### config.mk
export PLATFORM = sky130hd
export DESIGN_NAME = overlay_axis_pattern_tx
export DESIGN_NICKNAME = d
export VERILOG_FILES = /design/src/rtl/overlay_axis_pattern_pkg.sv /design/src/rtl/overlay_axil_regs.sv /design/src/rtl/overlay_axis_pattern_tx.sv
export SDC_FILE = /design/constraint.sdc
export NUM_CORES = 1
export LEC_CHECK = 0
export ABC_AREA = 1
export BUFFER_PORTS_ARGS = -buffer_cell sky130_fd_sc_hd__buf_2
export CORE_MARGIN = 5
export CORE_UTILIZATION = 52
export DETAILED_ROUTE_END_ITERATION = 8
export HOLD_SLACK_MARGIN = 0.1
export PLACE_DENSITY = 0.76
export SYNTH_ARGS = -nofsm -noshare
export SYNTH_HDL_FRONTEND = slang
export SYNTH_SLANG_ARGS = --single-unit
### constraint.sdc
create_clock -name ACLK -period 4.8 [get_ports ACLK]
set_input_delay 0.48 -clock ACLK [delete_from_list [all_inputs] [get_ports ACLK]]
set_output_delay 0.48 -clock ACLK [all_outputs]
set_load 0.05 [all_outputs]
### src/rtl/overlay_axis_pattern_pkg.sv
// overlay_axis_pattern_pkg: register map, bit indices and FSM state shared by the pattern transmitter
package overlay_axis_pattern_pkg;
  localparam logic [1:0] REG_CTRL   = 2'd0;
  localparam logic [1:0] REG_SEED   = 2'd1;
  localparam logic [1:0] REG_LEN    = 2'd2;
  localparam logic [1:0] REG_STATUS = 2'd3;
  localparam int CTRL_START   = 0;
  localparam int CTRL_REPEAT  = 1;
  localparam int STAT_BUSY    = 0;
  localparam int STAT_DONE    = 1;
  localparam int STAT_LENERR  = 2;
  localparam int STAT_CNT_LSB = 16;
  localparam logic [1:0] RESP_OKAY = 2'b00;
  typedef enum logic {ST_IDLE = 1'b0, ST_RUN = 1'b1} state_e;
  function automatic logic [31:0] apply_wstrb(input logic [31:0] old, input logic [31:0] data,
                                              input logic [3:0] strb);
    logic [31:0] r;
    r = old;
    for (int i = 0; i < 4; i++) if (strb[i]) r[8*i+:8] = data[8*i+:8];
    return r;
  endfunction
endpackage

### src/rtl/overlay_axil_regs.sv
// overlay_axil_regs: AXI4-Lite slave handshake and control/status register file
module overlay_axil_regs
  import overlay_axis_pattern_pkg::*;
#(
  parameter int C_S_AXI_DATA_WIDTH = 32,
  parameter int C_S_AXI_ADDR_WIDTH = 4,
  parameter int C_LEN_WIDTH        = 16
) (
  input  logic                            clk,
  input  logic                            rst,
  input  logic [C_S_AXI_ADDR_WIDTH-1:0]   awaddr_i,
  input  logic                            awvalid_i,
  output logic                            awready_o,
  input  logic [C_S_AXI_DATA_WIDTH-1:0]   wdata_i,
  input  logic [C_S_AXI_DATA_WIDTH/8-1:0] wstrb_i,
  input  logic                            wvalid_i,
  output logic                            wready_o,
  output logic                            bvalid_o,
  input  logic                            bready_i,
  input  logic [C_S_AXI_ADDR_WIDTH-1:0]   araddr_i,
  input  logic                            arvalid_i,
  output logic                            arready_o,
  output logic [C_S_AXI_DATA_WIDTH-1:0]   rdata_o,
  output logic                            rvalid_o,
  input  logic                            rready_i,
  output logic                            start_o,
  output logic                            repeat_o,
  output logic [C_S_AXI_DATA_WIDTH-1:0]   seed_o,
  output logic [C_LEN_WIDTH-1:0]          len_o,
  input  logic                            busy_i,
  input  logic                            done_i,
  input  logic                            lenerr_i,
  input  logic [15:0]                     pkt_cnt_i
);
  logic aw_ready_q, aw_ready_d, b_valid_q, b_valid_d, ar_ready_q, ar_ready_d, r_valid_q, r_valid_d;
  logic repeat_q, repeat_d, wr_en, rd_en, ctrl_wr;
  logic [C_S_AXI_DATA_WIDTH-1:0] seed_q, seed_d, rdata_q, rdata_d, status, ctrl_rd, len_wr;
  logic [C_LEN_WIDTH-1:0] len_q, len_d;
  logic unused_addr;
  assign unused_addr = ^{awaddr_i[1:0], araddr_i[1:0]};
  always_comb begin
    wr_en      = aw_ready_q & awvalid_i & wvalid_i;
    rd_en      = ar_ready_q & arvalid_i;
    ctrl_wr    = wr_en && awaddr_i[3:2] == REG_CTRL && wstrb_i[0];
    start_o    = ctrl_wr && wdata_i[CTRL_START];
    len_wr     = apply_wstrb(C_S_AXI_DATA_WIDTH'(len_q), wdata_i, wstrb_i);
    seed_d     = wr_en && awaddr_i[3:2] == REG_SEED ? apply_wstrb(seed_q, wdata_i, wstrb_i) : seed_q;
    len_d      = wr_en && awaddr_i[3:2] == REG_LEN ? len_wr[C_LEN_WIDTH-1:0] : len_q;
    repeat_d   = ctrl_wr ? wdata_i[CTRL_REPEAT] : repeat_q;
    // Ready is registered and self-clearing, so it is high for exactly one cycle per transfer
    aw_ready_d = awvalid_i & wvalid_i & ~b_valid_q & ~aw_ready_q;
    b_valid_d  = wr_en | (b_valid_q & ~bready_i);
    ar_ready_d = arvalid_i & ~r_valid_q & ~ar_ready_q;
    r_valid_d  = rd_en | (r_valid_q & ~rready_i);
    status                           = '0;
    status[STAT_BUSY]                = busy_i;
    status[STAT_DONE]                = done_i;
    status[STAT_LENERR]              = lenerr_i;
    status[STAT_CNT_LSB+:16]         = pkt_cnt_i;
    ctrl_rd                          = '0;
    ctrl_rd[CTRL_REPEAT]             = repeat_q;
    rdata_d = !rd_en ? rdata_q :
              araddr_i[3:2] == REG_CTRL ? ctrl_rd :
              araddr_i[3:2] == REG_SEED ? seed_q :
              araddr_i[3:2] == REG_LEN  ? C_S_AXI_DATA_WIDTH'(len_q) : status;
  end
  always_ff @(posedge clk or posedge rst) begin
    if (rst) begin
      aw_ready_q <= 1'b0;
      b_valid_q  <= 1'b0;
      ar_ready_q <= 1'b0;
      r_valid_q  <= 1'b0;
      rdata_q    <= '0;
      repeat_q   <= 1'b0;
      seed_q     <= '0;
      len_q      <= '0;
    end else begin
      aw_ready_q <= aw_ready_d;
      b_valid_q  <= b_valid_d;
      ar_ready_q <= ar_ready_d;
      r_valid_q  <= r_valid_d;
      rdata_q    <= rdata_d;
      repeat_q   <= repeat_d;
      seed_q     <= seed_d;
      len_q      <= len_d;
    end
  end
  assign awready_o = aw_ready_q;
  assign wready_o  = aw_ready_q;
  assign bvalid_o  = b_valid_q;
  assign arready_o = ar_ready_q;
  assign rvalid_o  = r_valid_q;
  assign rdata_o   = rdata_q;
  assign repeat_o  = repeat_q;
  assign seed_o    = seed_q;
  assign len_o     = len_q;
endmodule

### src/rtl/overlay_axis_pattern_tx.sv
// overlay_axis_pattern_tx: AXI-Stream source of incrementing-word packets under AXI-Lite control
module overlay_axis_pattern_tx
  import overlay_axis_pattern_pkg::*;
#(
  parameter int C_S_AXI_DATA_WIDTH   = 32,
  parameter int C_S_AXI_ADDR_WIDTH   = 4,
  parameter int C_M_AXIS_TDATA_WIDTH = 32,
  parameter int C_LEN_WIDTH          = 16
) (
  input  logic                              ACLK,
  input  logic                              ARESET,
  input  logic [C_S_AXI_ADDR_WIDTH-1:0]     S_AXI_AWADDR,
  input  logic                              S_AXI_AWVALID,
  output logic                              S_AXI_AWREADY,
  input  logic [C_S_AXI_DATA_WIDTH-1:0]     S_AXI_WDATA,
  input  logic [C_S_AXI_DATA_WIDTH/8-1:0]   S_AXI_WSTRB,
  input  logic                              S_AXI_WVALID,
  output logic                              S_AXI_WREADY,
  output logic [1:0]                        S_AXI_BRESP,
  output logic                              S_AXI_BVALID,
  input  logic                              S_AXI_BREADY,
  input  logic [C_S_AXI_ADDR_WIDTH-1:0]     S_AXI_ARADDR,
  input  logic                              S_AXI_ARVALID,
  output logic                              S_AXI_ARREADY,
  output logic [C_S_AXI_DATA_WIDTH-1:0]     S_AXI_RDATA,
  output logic [1:0]                        S_AXI_RRESP,
  output logic                              S_AXI_RVALID,
  input  logic                              S_AXI_RREADY,
  output logic [C_M_AXIS_TDATA_WIDTH-1:0]   M_AXIS_TDATA,
  output logic [C_M_AXIS_TDATA_WIDTH/8-1:0] M_AXIS_TKEEP,
  output logic                              M_AXIS_TLAST,
  output logic                              M_AXIS_TVALID,
  input  logic                              M_AXIS_TREADY
);
  state_e st_q, st_d;
  logic [C_M_AXIS_TDATA_WIDTH-1:0] base_q, base_d;
  logic [C_LEN_WIDTH-1:0] blen_q, blen_d, idx_q, idx_d, len;
  logic [C_S_AXI_DATA_WIDTH-1:0] seed;
  logic [15:0] cnt_q, cnt_d;
  logic done_q, done_d, lenerr_q, lenerr_d, start, rep, fire, last;
  overlay_axil_regs #(
    .C_S_AXI_DATA_WIDTH(C_S_AXI_DATA_WIDTH),
    .C_S_AXI_ADDR_WIDTH(C_S_AXI_ADDR_WIDTH),
    .C_LEN_WIDTH       (C_LEN_WIDTH)
  ) u_regs (
    .clk      (ACLK),
    .rst      (ARESET),
    .awaddr_i (S_AXI_AWADDR),
    .awvalid_i(S_AXI_AWVALID),
    .awready_o(S_AXI_AWREADY),
    .wdata_i  (S_AXI_WDATA),
    .wstrb_i  (S_AXI_WSTRB),
    .wvalid_i (S_AXI_WVALID),
    .wready_o (S_AXI_WREADY),
    .bvalid_o (S_AXI_BVALID),
    .bready_i (S_AXI_BREADY),
    .araddr_i (S_AXI_ARADDR),
    .arvalid_i(S_AXI_ARVALID),
    .arready_o(S_AXI_ARREADY),
    .rdata_o  (S_AXI_RDATA),
    .rvalid_o (S_AXI_RVALID),
    .rready_i (S_AXI_RREADY),
    .start_o  (start),
    .repeat_o (rep),
    .seed_o   (seed),
    .len_o    (len),
    .busy_i   (st_q == ST_RUN),
    .done_i   (done_q),
    .lenerr_i (lenerr_q),
    .pkt_cnt_i(cnt_q)
  );
  assign S_AXI_BRESP   = RESP_OKAY;
  assign S_AXI_RRESP   = RESP_OKAY;
  assign M_AXIS_TKEEP  = '1;
  assign M_AXIS_TVALID = st_q == ST_RUN;
  assign M_AXIS_TDATA  = base_q + C_M_AXIS_TDATA_WIDTH'(idx_q);
  assign M_AXIS_TLAST  = M_AXIS_TVALID && last;
  assign fire          = M_AXIS_TVALID && M_AXIS_TREADY;
  assign last          = idx_q == blen_q - 1'b1;
  always_comb begin
    st_d     = st_q;
    base_d   = base_q;
    blen_d   = blen_q;
    idx_d    = idx_q;
    cnt_d    = cnt_q;
    done_d   = done_q;
    lenerr_d = lenerr_q;
    if (st_q == ST_IDLE) begin
      if (start) begin
        done_d   = 1'b0;
        lenerr_d = len == '0;
        if (len != '0) begin
          st_d   = ST_RUN;
          base_d = C_M_AXIS_TDATA_WIDTH'(seed);
          blen_d = len;
          idx_d  = '0;
        end
      end
    end else if (fire) begin
      idx_d = idx_q + 1'b1;
      if (last) begin
        cnt_d  = cnt_q + 1'b1;
        done_d = 1'b1;
        // Repeat reloads live SEED/LEN in the same cycle so TVALID never bubbles
        if (!rep) st_d = ST_IDLE;
        else if (len == '0) begin
          lenerr_d = 1'b1;
          st_d     = ST_IDLE;
        end else begin
          base_d = C_M_AXIS_TDATA_WIDTH'(seed);
          blen_d = len;
          idx_d  = '0;
        end
      end
    end
  end
  always_ff @(posedge ACLK or posedge ARESET) begin
    if (ARESET) begin
      st_q     <= ST_IDLE;
      base_q   <= '0;
      blen_q   <= '0;
      idx_q    <= '0;
      cnt_q    <= '0;
      done_q   <= 1'b0;
      lenerr_q <= 1'b0;
    end else begin
      st_q     <= st_d;
      base_q   <= base_d;
      blen_q   <= blen_d;
      idx_q    <= idx_d;
      cnt_q    <= cnt_d;
      done_q   <= done_d;
      lenerr_q <= lenerr_d;
    end
  end
endmodule

==> Yosys cells after proc, flatten, opt, wreduce, memory -nomap -nowiden <==
Index checks and enable logic that the tools add are counted.
{ "op_classes": {"n_addsub": 4, "n_eq_ne": 10, "muxes": 41, "bitwise_logic": 18, "n_reduce_logical": 24} }
{ "op_table": {"columns": ["op", "count"], "rows": [
  ["2-to-1 mux 32 bit", 10],
  ["2-to-1 mux 16 bit", 14],
  ["adder 16 x 1 -> 16 bit, second input constant", 2],
  ["adder 32 x 16 -> 32 bit", 1],
  ["2-to-1 mux 1 bit", 17],
  ["== test 16 bit", 1],
  ["logical NOT 16 bit", 1],
  ["nonzero test 16 bit", 1],
  ["subtractor 16 x 1 -> 16 bit, second input constant", 1],
  ["AND reduction 2 bit", 6],
  ["bitwise AND 1 bit", 10],
  ["AND reduction 3 bit", 3],
  ["inequality test 2 x 1 -> 1 bit, second input constant", 4],
  ["logical AND 1 bit", 7],
  ["NOT 1 bit", 6],
  ["AND reduction 6 bit", 1],
  ["AND reduction 5 bit", 1],
  ["== test 2 x 1 -> 1 bit, second input constant", 2],
  ["== test 2 bit, second input constant", 2],
  ["logical NOT 2 bit", 2],
  ["nonzero test 2 bit", 2],
  ["inequality test 2 bit, second input constant", 1],
  ["OR 1 bit", 2]
]} }
{ "totals": {"reg_bits": 168, "output_inout_bits": 79, "elab_cells": 116} }

==> Logic depth before layout (Yosys ltp) <==
Gate-level depths: netlist of the first run.
{ "logic_depth": {"ltp_word": 7, "depth_mapped": 18} }

==> By module <==
A second synthesis of the first run with hierarchy kept.
{ "hier_totals": {"hier_cells": 1247, "hier_area_um2": 9863.2} }
{ "by_module_without_submodules": {"columns": ["mod", "n_inst", "cells_each", "area_per_inst_um2", "seq_area_each_um2"], "rows": [
  ["overlay_axis_pattern_tx", 1, 840, 5968.2, 2077.0],
  ["overlay_axil_regs", 1, 407, 3895.0, 2127.0]
]} }

==> Worst setup path after synthesis of the first run <==
Ideal clock, no wire load.
{ "synth_path": {"path_kind": "reg2out", "from": "register idx_q[0]", "to": "output M_AXIS_TDATA[26]", "arrival_time_ps": 2996, "path_slack_ps": 1324, "stages_incl_launch_ff": 11, "path_buffers": 0, "path_cell_list": "dfrtp_1 -> ha_1 -> inv_1 -> fa_1 -> o21ai_0 -> a21boi_0 -> o21ai_0 -> a21oi_1 -> nor2_1 -> nand2_1 -> xor2_1"} }
{ "synth_via": {"elab_chain_cells": 1} }
{ "synth_rtl": {"columns": ["item", "line", "text"], "rows": [
  ["start, declared", "overlay_axis_pattern_tx.sv:37", "logic [C_LEN_WIDTH-1:0] blen_q, blen_d, idx_q, idx_d, len;"],
  ["start signal, assigned", "overlay_axis_pattern_tx.sv:130", "idx_q <= idx_d;"],
  ["adder 32 x 16 -> 32 bit", "overlay_axis_pattern_tx.sv:76", "assign M_AXIS_TDATA = base_q + C_M_AXIS_TDATA_WIDTH'(idx_q);"],
  ["end, declared", "overlay_axis_pattern_tx.sv:29", "output logic [C_M_AXIS_TDATA_WIDTH-1:0] M_AXIS_TDATA,"]
]} }
Every way passes these cells.

==> Worst setup path in the final report of the first run <==
Ends and elaborated chain as after synthesis.

==> flow_summary.ini, run 1 <==
[status]
outcome = complete, no violations

[finish]
fin_nets = 1349
areaGrowthSynthToFinish_pct = 14.4
drive_gt1_frac = 0.140
stdcell_area_um2 = 10500
diodes = 0
layout_commonest_cell = nand2_1
layoutNonFillerInstCount = 1515
final_cell_mix = nand2_1, dfrtp_1, buf_2

[timing]
fin_crit_sh = 0.890
max_slew_margin = 0.371
setup_tns_ns = 0
finalSetupViolations = 0
worstMarginPinSlew_ns = 0.940
rsz0062_at_grt = no
slew_viol_final = 0
fin_crit_ns = 4.27
hold_viol = 0
finClkSkew_ns = 0.0103
fmax_mhz = 234

[clock_tree]
ctsResizeCount = 0
root_buffer = clkbuf_16
insertion_delay_ns = 0.43
clock-sinks = 168
cts_buffers = 17
cts_setup_buffers = 0
clock_path_buffers = 2
htreeDepth = 4
hold_buffers = 0
clk_pin_slew_ns = 0.07
cts_tree = built

[critical_path]
critPathLaunchType = flop
worstPathRequired_ns = 4.32
path_max_fanout = 7
cp.arrival_ns = 3.79
critical_path_class = reg -> out
worst_setup_path_end_kind = output port
r2r_setup_slack_ns = 1.26

[synthesis]
syn_inst = 1177
async_flop_share = 1.00
synth_top_area_cell = dfrtp_1
synth_top_flop_cell = dfrtp_1
synth_edf_count = 0
ys_seq_elements = 168
avgSynthCellArea_um2 = 7.83
synth.cell_area_um2 = 9220
yosysTopAreaCellShare = 0.456
yosys_warnings = 0
yosysUniqueCellTypes = 45
yosysSeqAreaShare = 0.456
yosys-top-cells-area = dfrtp_1, nand2_1, nand3_1, xor2_1, inv_1

[grt]
grt_pass1_wl_mm = 40.2
antenna_found_initial = 0
grtUsageTotal = 0.247
grt_overflow = 0
grt_max_degree = 169
grt_pass1_vias = 7928

[route]
drt_iter0_markers = 767
num_vias = 8313
ant_nets = 0
drt_first_pass_iters = 7
drc = 0
wl_per_cell_um = 16.3
drt_wl_total_mm = 24.7
drt-vias-per-instance = 5.49

[placement]
postPlaceCellArea_um2 = 9920
io_buffers = 118
dp_cells = 1483
gp_congestion = 0.946
dp_hpwl_mm = 18.3

[floorplanning]
die_w_um = 143
io_pins = 131
die_h_um = 143
start_util = 0.531
die_area_um2 = 20500
core_um2 = 17400
rows = 48

[power]
leakage_nw = 5.52
peakVddDrop_v = 0.000299
p_per_area_nw_per_um2 = 454

[worst_hold_path]
min_path_type = in -> reg

[job]
maxCapViolCount = 0
[path summary, 6_finish.rpt]
check / startpoint / end / cells after the start
min: S_AXI_BREADY / u_regs.bvalid_o / 2
min in group asynchronous: ARESET / u_regs.seed_o[9] / 3
max reg2reg: blen_q[0] / base_q[10] / 15
max in group asynchronous: ARESET / cnt_q[9] / 3
min reg2reg: u_regs.arready_o / u_regs.arready_o / 1
max: idx_q[0] / M_AXIS_TDATA[26] / 11
[synth_stat cells (all sizes together) (2+ instances only)]
cell type and count:
nand2 344, dfrtp 168, a22oi 2, a32o 13, buf 21, o21ai 65
nor3b 2, a21o 2, nor3 12, ha 19, a31oi 13, and2 3
inv 110, a21oi 44, o22ai 10, nor4 11, o211ai 3, xor2 49
conb 2, clkbuf 27, nor2 105, xnor2 16, nand3 104, a21boi 2
nand3b 4, or2 3, nand4 16
[cell type report]
type                    instances  area, um^2
flip-flops and latches        168        4200
clock buffers                  19         453
inverters                     111         420
well taps                     225         282
multi-input cells             856        4370
clock inverters                13         170
repair buffers                123         641
fillers                      1537        6820
[worst max-delay path, cell delays in order (launching register included)]
cell and delay [ns]:
dfrtp_1 0.46, ha_1 0.21, inv_1 0.06, fa_1 0.39, o21ai_0 0.52, a21boi_0 0.28
o21ai_0 0.37, a21oi_1 0.21, nor2_1 0.31, nand2_1 0.12, xor2_1 0.15, buf_2 0.28
[routing by layer]
layer | global-route usage | vias to the layer above | routed length, um
met5 | 0 | - | 0
met4 | 0.0630 | 0 | 274
met3 | 0.0519 | 23 | 2000
met2 | 0.369 | 309 | 11100
met1 | 0.367 | 3953 | 11400
li1 | - | 4028 | -
[report_power, final]
group	switching [mW]	total [mW]	internal (mW)
Clock	0.588	1.44	0.853
Sequential	0.232	1.84	1.60
Combinational	1.10	1.51	0.413
Total	1.92	4.79	2.87
[state kept, by name, summed over array words and instances, names as in the netlist]
register and count:
u_regs.arready_o 1, blen_q 16, u_regs.repeat_o 1, cnt_q 16
lenerr_q 1, done_q 1, u_regs.rvalid_o 1, idx_q 16
u_regs.seed_o 32, M_AXIS_TVALID 1, u_regs.bvalid_o 1, u_regs.awready_o 1
u_regs.len_o 16, u_regs.rdata_o 32, base_q 32
[logic make-up after synthesis]
logic type	Yosys count	share of synthesized area
other	2	0.000815
buffers and inverters	159	0.0720
AOI/OAI and AO/OA	158	0.0998
muxes	1	0.00122
adders and majority gates	20	0.0280
DFF	168	0.456
and+or+nand+nor	604	0.280
xor gates and xnor gates	65	0.0618
[stage by stage]
step           setup slack (ns)  power (mW)  hold slack, ns   util
4_1_cts                   0.483        4.79           0.208  0.607
5_1_grt                   0.226        5.01           0.235  0.607
3_5_place_dp              0.947        3.36           0.434  0.571
6_report                  0.526        4.79           0.212  0.607
2_1_floorplan              1.32        2.97           0.441      -
3_3_place_gp              0.956        3.33           0.437  0.571
No activity file was read; power rests on OpenSTA's default activity.
==> run 2: changes to the inputs <==
CORE_UTILIZATION = 54   (was 52)
CTS_BUF_LIST = sky130_fd_sc_hd__clkbuf_8   (was unset)
PLACE_DENSITY = 0.79   (was 0.76)
==> run 2 against run 1 <==
Worst hold slack worse by 0.029 ns. Clock skew up 0.0045 ns. Fmax down 4.0%. Clock-buffer cell count up 4. Core utilization up 1.4 points. Sequential power about the same. Non-clock buffer count up 1. Wire length about the same.
==> flow_summary.ini, run 2 (synthesis results as in run 1) <==
[route]
drt-vias-per-instance = 5.55
ant_nets = 0
drc = 0
wl_per_cell_um = 16.4
drt_first_pass_iters = 5
drt_wl_total_mm = 24.7
drt_iter0_markers = 943
num_vias = 8385

[placement]
gp_congestion = 0.907
dp_hpwl_mm = 18.4
io_buffers = 118
pre_cts_slack_ns = 0.833
dp_cells = 1479
postPlaceCellArea_um2 = 9920

[timing]
finalSetupViolations = 0
fmax_mhz = 224
fin_crit_sh = 0.928
worstMarginPinSlew_ns = 0.938
finClkSkew_ns = 0.0148
slew_viol_final = 0
fin_crit_ns = 4.45
setup_tns_ns = 0
hold_viol = 0
hold_ws_ns = 0.183
rsz0062_at_grt = no
max_slew_margin = 0.375
layout_setup_ws_ns = 0.346

[clock_tree]
insertion_delay_ns = 0.48
hold_buffers = 0
clock_path_buffers = 2
cts_buffers = 17
clock-sinks = 168
cts_setup_buffers = 0
htreeDepth = 4
root_buffer = clkbuf_8
ctsResizeCount = 0
clk_pin_slew_ns = 0.09
cts_tree = built

[finish]
diodes = 0
fin_nets = 1350
areaGrowthSynthToFinish_pct = 12.3
stdcell_area_um2 = 10300
final_cell_mix = nand2_1, dfrtp_1, buf_2
fillers = 1495
drive_gt1_frac = 0.140
layout_commonest_cell = nand2_1
layoutNonFillerInstCount = 1511
fin_util = 0.622

[power]
p_total_mw = 4.43
peakVddDrop_v = 0.000311
p_per_area_nw_per_um2 = 428
leakage_nw = 5.44

[status]
outcome = complete, no violations

[critical_path]
crit_chain = ha_1, inv_1, fa_1, o21ai_0, a21boi_0, o21ai_0, a21oi_1, nor2_1, nand2_1, xor2_1, buf_2
critical_path_class = reg -> out
worst_setup_path_end_kind = output port
critPathMostFrequentCell = o21ai_0
critPathSlowestCell = o21ai_0
critPathLaunchType = flop
worstPathRequired_ns = 4.32
critPathMaxStageDelay_ns = 0.59
path_max_fanout = 7
cp.arrival_ns = 3.97

[floorplanning]
die_area_um2 = 19800
die_h_um = 141
core_um2 = 16600
die_w_um = 141
rows = 47
start_util = 0.554
io_pins = 131

[grt]
grt_pass1_vias = 8168
grt_pass1_wl_mm = 41.0
grt_max_degree = 169
grt_overflow = 0
grtUsageTotal = 0.256
antenna_found_initial = 0

[worst_hold_path]
min_path_type = in -> reg

[job]
maxCapViolCount = 0
-- run 2: per-layer routing --
layer | share of wire | vias up | track usage
met5 | 0 | - | 0
met1 | 0.45 | 3996 | 0.369
met2 | 0.46 | 303 | 0.394
met3 | 0.065 | 47 | 0.0437
met4 | 0.024 | 0 | 0.0913
li1 | - | 4039 | -
-- run 2: cell type report --
class | instances | area (um^2) | share of cell area
multi-input combinational | 856 | 4370 | 0.422
sequential | 168 | 4200 | 0.406
timing repair buffer | 124 | 648 | 0.0626
inverter | 111 | 420 | 0.0406
clock buffer | 23 | 317 | 0.0306
tap | 220 | 275 | 0.0266
clock inverter | 9 | 111 | 0.0108
-- run 2: path summary, 6_finish.rpt --
path                                    endpoint  slack (ns)              from  cells after the start
worst max register to register         cnt_q[10]        1.66         blen_q[0]                     16
worst min register to register  u_regs.arready_o        0.47  u_regs.arready_o                      1
worst max-delay path            M_AXIS_TDATA[26]        0.35          idx_q[0]                     11
min in group asynchronous       u_regs.seed_o[9]        0.19            ARESET                      3
worst min-delay path             u_regs.rvalid_o        0.18      S_AXI_RREADY                      2
max in group asynchronous              blen_q[2]        3.88            ARESET                      3
-- run 2: worst max-delay path, delay by kind of cell, from the launching register on --
family / cells / cell delay (ns)
xor gates and xnor gates: 1 / 0.13
DFF: 1 / 0.47
buffers and inverters: 2 / 0.33
AOI/OAI and AO/OA: 4 / 1.53
and+or+nand+nor: 2 / 0.41
adders and majority gates: 2 / 0.61
-- run 2: where the power goes --
part	internal [mW]	switching, mW	leakage [nW]	total, mW
Combinational	0.413	1.11	3.08	1.52
Clock	0.547	0.530	0.215	1.08
Sequential	1.60	0.223	2.15	1.82
Total	2.56	1.86	5.44	4.43
==> run 3: changes to the inputs <==
SETUP_SLACK_MARGIN = 0.5   (was unset)
==> run 3 against run 2 <==
Global-route usage unchanged. Sequential cell count unchanged. Sequential share of layout area about the same. Worst hold slack improved by 0.0033 ns. Cell area about the same.
==> flow_summary.ini, run 3 (synthesis results as in run 1) <==
[timing]
fin_crit_sh = 0.813
hold_viol = 0
slew_viol_final = 0
setup_tns_ns = 0
finClkSkew_ns = 0.0156
layout_setup_ws_ns = 0.897
rsz0062_at_grt = no
finalSetupViolations = 0
fmax_mhz = 256
fin_crit_ns = 3.90
worstMarginPinSlew_ns = 0.951
max_slew_margin = 0.366

[critical_path]
path_buf_inv = 2
critPathSlowestCell = dfrtp_1
critPathLaunchType = flop
path_max_fanout = 7
rr_worst_depth = 16
reg2reg_from = blen_q[0]
cp.arrival_ns = 3.42
worst_setup_path_end_kind = output port
cp_top_family = compound AO/OA/AOI/OAI gates
critPathMaxStageDelay_ns = 0.48
r2r_setup_slack_ns = 1.64
worstPathRequired_ns = 4.32
cp_num_cells = 11
critical_path_class = reg -> out
crit_chain = ha_1, inv_1, fa_1, o21ai_2, a21boi_0, o21ai_1, a21oi_1, nor2_1, nand2_1, xor2_1, buf_2
r2r-end = cnt_q[10]

[route]
drt_wl_total_mm = 24.8
wl_per_cell_um = 16.4
num_vias = 8348
drt-vias-per-instance = 5.52
drc = 0
ant_nets = 0
drt_iter0_markers = 927
drt_first_pass_iters = 5

[clock_tree]
clock-sinks = 168
cts_tree = built
htreeDepth = 4
clock_path_buffers = 2
cts_setup_buffers = 0
cts_buffers = 17
hold_buffers = 0
clk_pin_slew_ns = 0.09
insertion_delay_ns = 0.48
root_buffer = clkbuf_8

[power]
comb_power_share = 0.345
p_sw_frac = 0.421
peakVddDrop_v = 0.000311
p_switching_mw = 1.86
p_seq_frac = 0.412
pwr-share-clk = 0.243
p_int_mw = 2.56
p_per_area_nw_per_um2 = 428
leakage_nw = 5.44
p_total_mw = 4.43

[grt]
grt_overflow = 0
grt_max_degree = 169
use_met3 = 0.0437
grt_pass1_vias = 8168
top_usage_layer = met2
grtUsageTotal = 0.256
antenna_found_initial = 0
grt_use_met1 = 0.369
grt_pass1_wl_mm = 41.0
use_met2 = 0.394

[floorplanning]
io_pins = 131
die_area_um2 = 19800
die_w_um = 141
start_util = 0.554
die_h_um = 141
rows = 47
core_um2 = 16600

[finish]
fin_nets = 1350
drive_gt1_frac = 0.141
final_cell_mix = nand2_1, dfrtp_1, buf_2
areaGrowthSynthToFinish_pct = 12.3
stdcell_area_um2 = 10300
diodes = 0
fillers = 1495
layout_commonest_cell = nand2_1

[worst_hold_path]
min_path_type = in -> async

[placement]
pre_cts_slack_ns = 0.833
io_buffers = 118
postPlaceCellArea_um2 = 9920
dp_hpwl_mm = 18.4
gp_congestion = 0.907

[status]
outcome = complete, no violations

[job]
maxCapViolCount = 0
-- run 3: changes by cell type in the layout (fill, tap and decap cells not counted) --
cell and change:
o21ai_0 -2, o21ai_1 +1, o21ai_2 +1
-- run 3: layout make-up --
cell class	instances	area [um^2]	share of cell area
multi-input combinational	856	4370	0.423
sequential	168	4200	0.406
timing repair buffer	124	648	0.0626
inverter	111	420	0.0406
clock buffer	23	317	0.0306
tap	220	275	0.0266
clock inverter	9	111	0.0108
-- run 3: per-stage QoR --
stage,utilization,hold WS [ns],std cells
3_5_place_dp,0.596,0.438,1479
3_3_place_gp,0.596,0.437,1479
5_1_grt,0.622,0.172,1511
6_report,0.622,0.186,1511
4_1_cts,0.622,0.158,1511
2_1_floorplan,-,0.441,1183
-- run 3: worst max path at each step --
stage	start	endpoint
after floorplan	idx_q[0]	M_AXIS_TDATA[26]
after global placement	idx_q[0]	M_AXIS_TDATA[26]
after detailed placement	idx_q[0]	M_AXIS_TDATA[26]
after CTS	idx_q[0]	M_AXIS_TDATA[26]
after global routing	idx_q[0]	M_AXIS_TDATA[26]
final	idx_q[0]	M_AXIS_TDATA[26]
-- run 3: power groups by stage --
stage	clock, mW	sequential (mW)	combinational [mW]
floorplan	0	2.02	0.947
global placement	0	1.84	1.49
detailed placement	0	1.85	1.52
CTS	1.09	1.82	1.53
global route	1.15	1.85	1.65
finish	1.08	1.83	1.52
-- run 3: timing repair --
item                                    CTS  global route
gates cloned                              0             0
resized for setup                         1             2
pin swaps                                 0             0
endpoints found under the setup margin    3             3
-- run 3: layer usage --
layer / vias up / routed length [um] / share of wire
li1: 4034 / - / -
met1: 3970 / 11300 / 0.45
met2: 298 / 11400 / 0.46
met3: 46 / 1560 / 0.063
met4: 0 / 560 / 0.023
met5: - / 0 / 0
-- run 3: worst register-to-register path, stage by stage (launching register included) --
cell	delay, ns
dfrtp_1	0.42
inv_1	0.11
ha_1	0.21
nand2_2	0.14
nor2_2	0.20
nand2_1	0.09
nand3_1	0.11
nand2_1	0.06
nor2_1	0.10
nand2_1	0.11
nor2_4	0.21
nand3_4	0.18
nand2_4	0.10
buf_4	0.43
nand2_1	0.37
nand2_1	0.15
nand2_1	0.07
